## config.mk

```make
export PLATFORM = sky130hd
export DESIGN_NAME = vend_ctrl_multi
export DESIGN_NICKNAME = d
export VERILOG_FILES = /design/src/rtl/vend_pkg.sv /design/src/rtl/vend_change_sel.sv /design/src/rtl/vend_ctrl_multi.sv
export SDC_FILE = /design/constraint.sdc
export NUM_CORES = 1
export LEC_CHECK = 0
export ABC_AREA = 1
export CORE_ASPECT_RATIO = 0.9
export CORE_MARGIN = 8
export CORE_UTILIZATION = 45
export DETAILED_ROUTE_END_ITERATION = 8
export DONT_BUFFER_PORTS = 1
export PLACE_DENSITY_LB_ADDON = 0.25
export REMOVE_ABC_BUFFERS = 1
export SLEW_MARGIN = 20
export SYNTH_ARGS = -nofsm -noshare
export SYNTH_HDL_FRONTEND = slang
export SYNTH_HIERARCHICAL = 1
export SYNTH_SLANG_ARGS = --single-unit
```

## constraint.sdc

```tcl
create_clock -name clk -period 6.6 [get_ports clk]
set_input_delay 1.32 -clock clk [delete_from_list [all_inputs] [get_ports clk]]
set_output_delay 1.32 -clock clk [all_outputs]
set_load 0.02 [all_outputs]
```

## src/rtl/vend_pkg.sv

```systemverilog
// Shared definitions for the multi-product vending controller.
// Holds the one-hot state encoding, coin values (in nickels) and the
// one-hot change_coin codes used by the controller and change selector.
package vend_pkg;

  // One-hot controller states
  typedef enum logic [4:0] {
    ST_DEPOSIT = 5'b00001,
    ST_SERVE1  = 5'b00010,
    ST_SERVE2  = 5'b00100,
    ST_CHANGE1 = 5'b01000,
    ST_CHANGE2 = 5'b10000
  } state_t;

  // Coin values in nickels
  localparam int VAL_NICKEL  = 1;
  localparam int VAL_DIME    = 2;
  localparam int VAL_QUARTER = 5;

  // change_coin encoding: {quarter, dime, nickel}
  localparam logic [2:0] COIN_NONE    = 3'b000;
  localparam logic [2:0] COIN_NICKEL  = 3'b001;
  localparam logic [2:0] COIN_DIME    = 3'b010;
  localparam logic [2:0] COIN_QUARTER = 3'b100;

endpackage

```

## src/rtl/vend_change_sel.sv

```systemverilog
// Purpose: picks the largest coin not exceeding the remaining credit.
// Latency: combinational.
// Backpressure: none; pure function of credit.
// Ports: credit (in, CW) -> coin (one-hot {q,d,n}), value (coin value in nickels).
module vend_change_sel
  import vend_pkg::*;
#(
  parameter int CW = 8
) (
  input  logic [CW-1:0] credit,
  output logic [2:0]    coin,
  output logic [CW-1:0] value
);

  always_comb begin
    coin  = COIN_NONE;
    value = '0;
    if (credit >= CW'(VAL_QUARTER)) begin
      coin  = COIN_QUARTER;
      value = CW'(VAL_QUARTER);
    end else if (credit >= CW'(VAL_DIME)) begin
      coin  = COIN_DIME;
      value = CW'(VAL_DIME);
    end else if (credit != '0) begin
      // zero credit never reaches the change states; report no coin there
      coin  = COIN_NICKEL;
      value = CW'(VAL_NICKEL);
    end
  end

endmodule

```

## src/rtl/vend_ctrl_multi.sv

```systemverilog
// Purpose: multi-product vending controller with saturating credit and largest-coin-first change.
// Latency: coin -> credit 1 cycle; dispense -> serve pulse 1 cycle; coin_rej/low_credit same cycle.
// Backpressure: dispenser/hopper level handshake on done; coins refused (coin_rej) while busy.
// Ports: clk, rst_n (async active-low); nickel/dime/quarter strobes; dispense + sel;
//        done handshake; serve/serve_sel, change/change_coin, coin_rej, low_credit, busy, credit.
// Option: define VEND_CANCEL_EN to add the cancel input (returns the full credit as change).
module vend_ctrl_multi
  import vend_pkg::*;
#(
  parameter int                  NPROD      = 4,
  parameter int                  SW         = (NPROD > 1) ? $clog2(NPROD) : 1,
  parameter int                  CW         = 8,
  parameter logic [NPROD*CW-1:0] PRICES     = {8'd13, 8'd10, 8'd7, 8'd5},
  parameter int                  MAX_CREDIT = 40
) (
  input  logic          clk,
  input  logic          rst_n,
  input  logic          nickel,
  input  logic          dime,
  input  logic          quarter,
  input  logic          dispense,
  input  logic [SW-1:0] sel,
`ifdef VEND_CANCEL_EN
  input  logic          cancel,
`endif
  input  logic          done,
  output logic          serve,
  output logic [SW-1:0] serve_sel,
  output logic          change,
  output logic [2:0]    change_coin,
  output logic          coin_rej,
  output logic          low_credit,
  output logic          busy,
  output logic [CW-1:0] credit
);

  state_t        state;
  logic          first;     // high during the first cycle after entering SERVE1/CHANGE1
  logic [CW-1:0] credit_q;
  logic [SW-1:0] sel_q;
  logic [2:0]    coin_q;    // coin being ejected, held after the first CHANGE1 cycle

  logic          in_dep;
  logic [1:0]    n_strobe;
  logic [CW:0]   coin_val;
  logic [CW:0]   sum;
  logic          coin_ok;
  logic [CW-1:0] price;
  logic          sel_ok;
  logic          buy_ok;
  logic          cancel_go;
  logic          coin_acc;
  logic [2:0]    cs_coin;
  logic [CW-1:0] cs_val;

  assign in_dep   = (state == ST_DEPOSIT);
  assign n_strobe = {1'b0, nickel} + {1'b0, dime} + {1'b0, quarter};

  always_comb begin
    coin_val = '0;
    if (quarter)      coin_val = (CW+1)'(VAL_QUARTER);
    else if (dime)    coin_val = (CW+1)'(VAL_DIME);
    else if (nickel)  coin_val = (CW+1)'(VAL_NICKEL);
  end

  // One bit of headroom so the ceiling compare cannot wrap
  assign sum     = {1'b0, credit_q} + coin_val;
  assign coin_ok = (n_strobe == 2'd1) && (sum <= (CW+1)'(MAX_CREDIT));

  // Price lookup; a select outside the product range yields sel_ok = 0
  always_comb begin
    price  = '0;
    sel_ok = 1'b0;
    for (int i = 0; i < NPROD; i++) begin
      if (sel == SW'(i)) begin
        price  = PRICES[i*CW +: CW];
        sel_ok = 1'b1;
      end
    end
  end

  assign buy_ok = in_dep && dispense && sel_ok && (credit_q >= price);

`ifdef VEND_CANCEL_EN
  assign cancel_go = in_dep && !dispense && cancel && (credit_q != '0);
`else
  assign cancel_go = 1'b0;
`endif

  // dispense (accepted or not) and cancel both pre-empt a coin in the same cycle
  assign coin_acc   = in_dep && !dispense && !cancel_go && coin_ok;
  assign coin_rej   = (n_strobe != 2'd0) && !coin_acc;
  assign low_credit = in_dep && dispense && !buy_ok;

  vend_change_sel #(.CW(CW)) u_change_sel (
    .credit (credit_q),
    .coin   (cs_coin),
    .value  (cs_val)
  );

  always_ff @(posedge clk or negedge rst_n) begin
    if (!rst_n) begin
      state    <= ST_DEPOSIT;
      first    <= 1'b0;
      credit_q <= '0;
      sel_q    <= '0;
      coin_q   <= COIN_NONE;
    end else begin
      first <= 1'b0;
      unique case (state)
        ST_DEPOSIT: begin
          if (buy_ok) begin
            credit_q <= credit_q - price;
            sel_q    <= sel;
            state    <= ST_SERVE1;
            first    <= 1'b1;
          end else if (cancel_go) begin
            state <= ST_CHANGE1;
            first <= 1'b1;
          end else if (coin_acc) begin
            credit_q <= sum[CW-1:0];
          end
        end
        ST_SERVE1: begin
          if (done) state <= ST_SERVE2;
        end
        ST_SERVE2: begin
          if (!done) begin
            if (credit_q == '0) begin
              state <= ST_DEPOSIT;
            end else begin
              state <= ST_CHANGE1;
              first <= 1'b1;
            end
          end
        end
        ST_CHANGE1: begin
          // Commit the coin once per entry; done may arrive in the same cycle
          if (first) begin
            credit_q <= credit_q - cs_val;
            coin_q   <= cs_coin;
          end
          if (done) state <= ST_CHANGE2;
        end
        ST_CHANGE2: begin
          if (!done) begin
            if (credit_q == '0) begin
              state <= ST_DEPOSIT;
            end else begin
              state <= ST_CHANGE1;
              first <= 1'b1;
            end
          end
        end
        default: state <= ST_DEPOSIT;
      endcase
    end
  end

  assign serve     = (state == ST_SERVE1) && first;
  assign change    = (state == ST_CHANGE1) && first;
  assign serve_sel = (state == ST_SERVE1 || state == ST_SERVE2) ? sel_q : '0;
  // First CHANGE1 cycle shows the live selection; coin_q holds it afterwards
  assign change_coin = change ? cs_coin :
                       (state == ST_CHANGE1 || state == ST_CHANGE2) ? coin_q : COIN_NONE;
  assign busy      = !in_dep;
  assign credit    = credit_q;

endmodule

```

==> results.py <==
metrics = {
    "power_and_ir_drop": {
        "p_leak_nw": 1.29,
        "vdd_drop_max_v": 0.000267,
        "power_density_nw_per_um2": 497,
        "p_total_mw": 1.18,
    },
    "critical_path": {
        "crit_chain": "inv_1 -> o21ai_0 -> ha_1 -> inv_1 -> fa_1 -> xor2_1 -> nand2_1 -> nand3_1 -> nand2_1 -> nand2_1 -> a22oi_1",
        "worstPathMaxFanout": 3,
        "cpMostUsedCell": "nand2_1",
        "cp_top_family": "adder cells",
        "r2r_end": "credit[7]",
        "critical_path_required_ns": 5.28,
        "cp_slowest_cell": "a22oi_1",
        "worstPathArrival_ns": 3.14,
        "crit_buf_inv": 2,
        "endpoint_kind": "output pin",
        "rr_startpoint": "credit[3]",
        "cp_slowest_stage_delay_ns": 0.44,
        "crit_type": "in -> out",
        "r2r_cells": 15,
        "r2r_setup_slack_ns": 3.83,
        "startpoint_type": "primary input",
    },
    "job": {
        "cap_violations": 0,
    },
    "timing": {
        "holdWs_ns": 0.470,
        "hold_viol_final": 0,
        "rsz0062_at_grt": "no",
        "slew_headroom": 0.514,
        "fin_crit_sh": 0.676,
        "slew_violations": 0,
        "clock.fmax_mhz": 224,
        "worst_pin_slew_ns": 0.723,
        "period_needed_ns": 4.46,
        "fin_skew_ns": 0.00135,
        "setup_viol": 0,
        "fin_tns_setup_ns": 0,
    },
    "cells_and_area": {
        "n_antenna_cell": 0,
        "drive_gt1_frac": 0.0947,
        "fin_area_um2": 2360,
        "synthToLayoutAreaGrowth_pct": 2.55,
        "fin_nets": 390,
        "fin_util": 0.483,
        "final_common_cell": "nand2_1",
        "layout_common_cells": "nand2_1, inv_1, nand3_1",
    },
    "placement": {
        "place_hpwl_um": 4610,
        "port_buffers": 0,
        "place_congestion": 0.873,
        "dpl-instance-area_um2": 2320,
    },
    "floorplanning": {
        "num_rows": 24,
        "die_h_um": 83.9,
        "fp.coreArea_um2": 4890,
        "die_w_um": 91.4,
        "die-area_um2": 7670,
        "start_util": 0.471,
        "ios": 27,
    },
    "detailed_routing": {
        "drtIter0Drc": 208,
        "totalWireLength_um": 5800,
        "vias": 2212,
        "viasPerCell": 5.22,
        "ant_nets": 0,
        "dr.pass1.iters": 5,
        "drc": 0,
        "wl_per_cell_um": 13.7,
    },
    "clock_tree": {
        "cts.clk_slew.worst_paths_ns": 0.07,
        "postCtsHoldBufs": 0,
        "htreeDepth": 1,
        "cts-root-buf": "clkbuf_8",
        "clk_latency_ns": 0.25,
        "clock-sinks": 19,
        "cts_tree": "yes",
        "clockBufferDepth": 2,
        "cts.repair.resized": 0,
        "numCtsBuffers": 3,
        "postCtsSetupBuffers": 0,
    },
    "yosys": {
        "ys_ff_latch": 19,
        "synthDistinctLibCells": 35,
        "syn_inst": 362,
        "synth_warnings": 6,
        "synth_seq_area_share": 0.207,
        "synth_area_per_cell_um2": 6.37,
        "synth_area_um2": 2300,
    },
    "min_path": {
        "hold-path-endpoint": "coin_q[0]",
        "hold_path_class": "reg -> reg",
        "min-delay-start": "coin_q[0]",
        "min_path_cells": 2,
    },
    "grt": {
        "grt_pass1_wl_um": 9890,
        "grt_usage": 0.154,
        "grt_max_degree": 20,
        "overflow": 0,
        "grt_pass1_vias": 2045,
        "antenna_found_initial": 0,
    },
    "outcome": {
        "status": "finished clean",
    },
}
[routing by layer]
layer / global-route usage / share of wire / wire, um
met1: 0.220 / 0.47 / 2730
met2: 0.232 / 0.42 / 2440
met3: 0.0324 / 0.093 / 541
met4: 0.0253 / 0.015 / 89
met5: 0 / 0 / 0
[sequential cells by signal, indices dropped and copies added (netlist names)]
name	count
coin_q	3
first	1
state	5
credit	8
sel_q	2
[through the flow]
step / worst slack, ns / cells
2_1_floorplan: 2.34 / 355
4_1_cts: 2.13 / 424
5_1_grt: 1.93 / 424
3_3_place_gp: 2.18 / 420
3_5_place_dp: 2.14 / 420
6_report: 2.14 / 424
[tightest hold or removal path: stages (launching register included)]
cell and delay [ns]:
dfrtp_1 0.33, nand2_1 0.06, nand2_1 0.05
[logic make-up (layout without fill, tap and decap cells)]
family / count (synthesis) / count (layout) / synth area share
AO/OA/AOI/OAI: 31 / 31 / 0.0847
XOR/XNOR: 6 / 6 / 0.0228
buffers and inverters: 71 / 64 / 0.134
adder cells (fa/ha/maj): 21 / 21 / 0.127
other: 1 / 5 / 0.00163
flip-flops: 19 / 19 / 0.207
AND/OR/NAND/NOR: 213 / 213 / 0.423
[report_power, final]
group          switching [mW]  internal [mW]
Clock                  0.0398         0.0420
Sequential              0.118          0.163
Combinational           0.536          0.277
[synth_stat cells]
master | count | share of area
a21boi_0 | 4 | 0.013
a21o_1 | 1 | 0.0033
a21oi_1 | 7 | 0.015
a21oi_4 | 1 | 0.0071
a22oi_1 | 1 | 0.0033
a31oi_1 | 1 | 0.0027
buf_2 | 1 | 0.0022
buf_4 | 7 | 0.023
buf_6 | 2 | 0.0098
clkbuf_1 | 1 | 0.0016
clkinv_1 | 1 | 0.0016
conb_1 | 1 | 0.0016
dfrtp_1 | 18 | 0.20
dfstp_2 | 1 | 0.011
fa_1 | 4 | 0.035
ha_1 | 17 | 0.092
inv_1 | 56 | 0.091
inv_2 | 3 | 0.0049
nand2_1 | 112 | 0.18
nand2_2 | 6 | 0.016
nand2_4 | 2 | 0.0098
nand3_1 | 43 | 0.093
nand3_2 | 2 | 0.0087
nand4_1 | 9 | 0.024
nor2_1 | 23 | 0.037
nor2_2 | 7 | 0.019
nor2_4 | 4 | 0.020
nor3_1 | 3 | 0.0065
o211ai_1 | 1 | 0.0033
o21ai_0 | 7 | 0.015
o21ai_1 | 5 | 0.011
o21ai_2 | 2 | 0.0076
o21bai_1 | 1 | 0.0033
or2_2 | 2 | 0.0054
xor2_1 | 6 | 0.023
[cell type report]
cell class	count	area, um2
Tap cell	65	81.3
Clock inverter	1	5.00
Fill cell	500	2530
Inverter	60	225
Multi-Input combinational cell	276	1530
Sequential cell	19	477
Clock buffer	3	41.3
[worst max path at each step]
stage                     to  cells past startpoint    from
global route        coin_rej                     11  nickel
floorplan           coin_rej                     11  nickel
CTS                 coin_rej                     11  nickel
global placement    coin_rej                     11  nickel
finish              coin_rej                     11  nickel
detailed placement  coin_rej                     11  nickel
(Power assumes the default switching activity.)
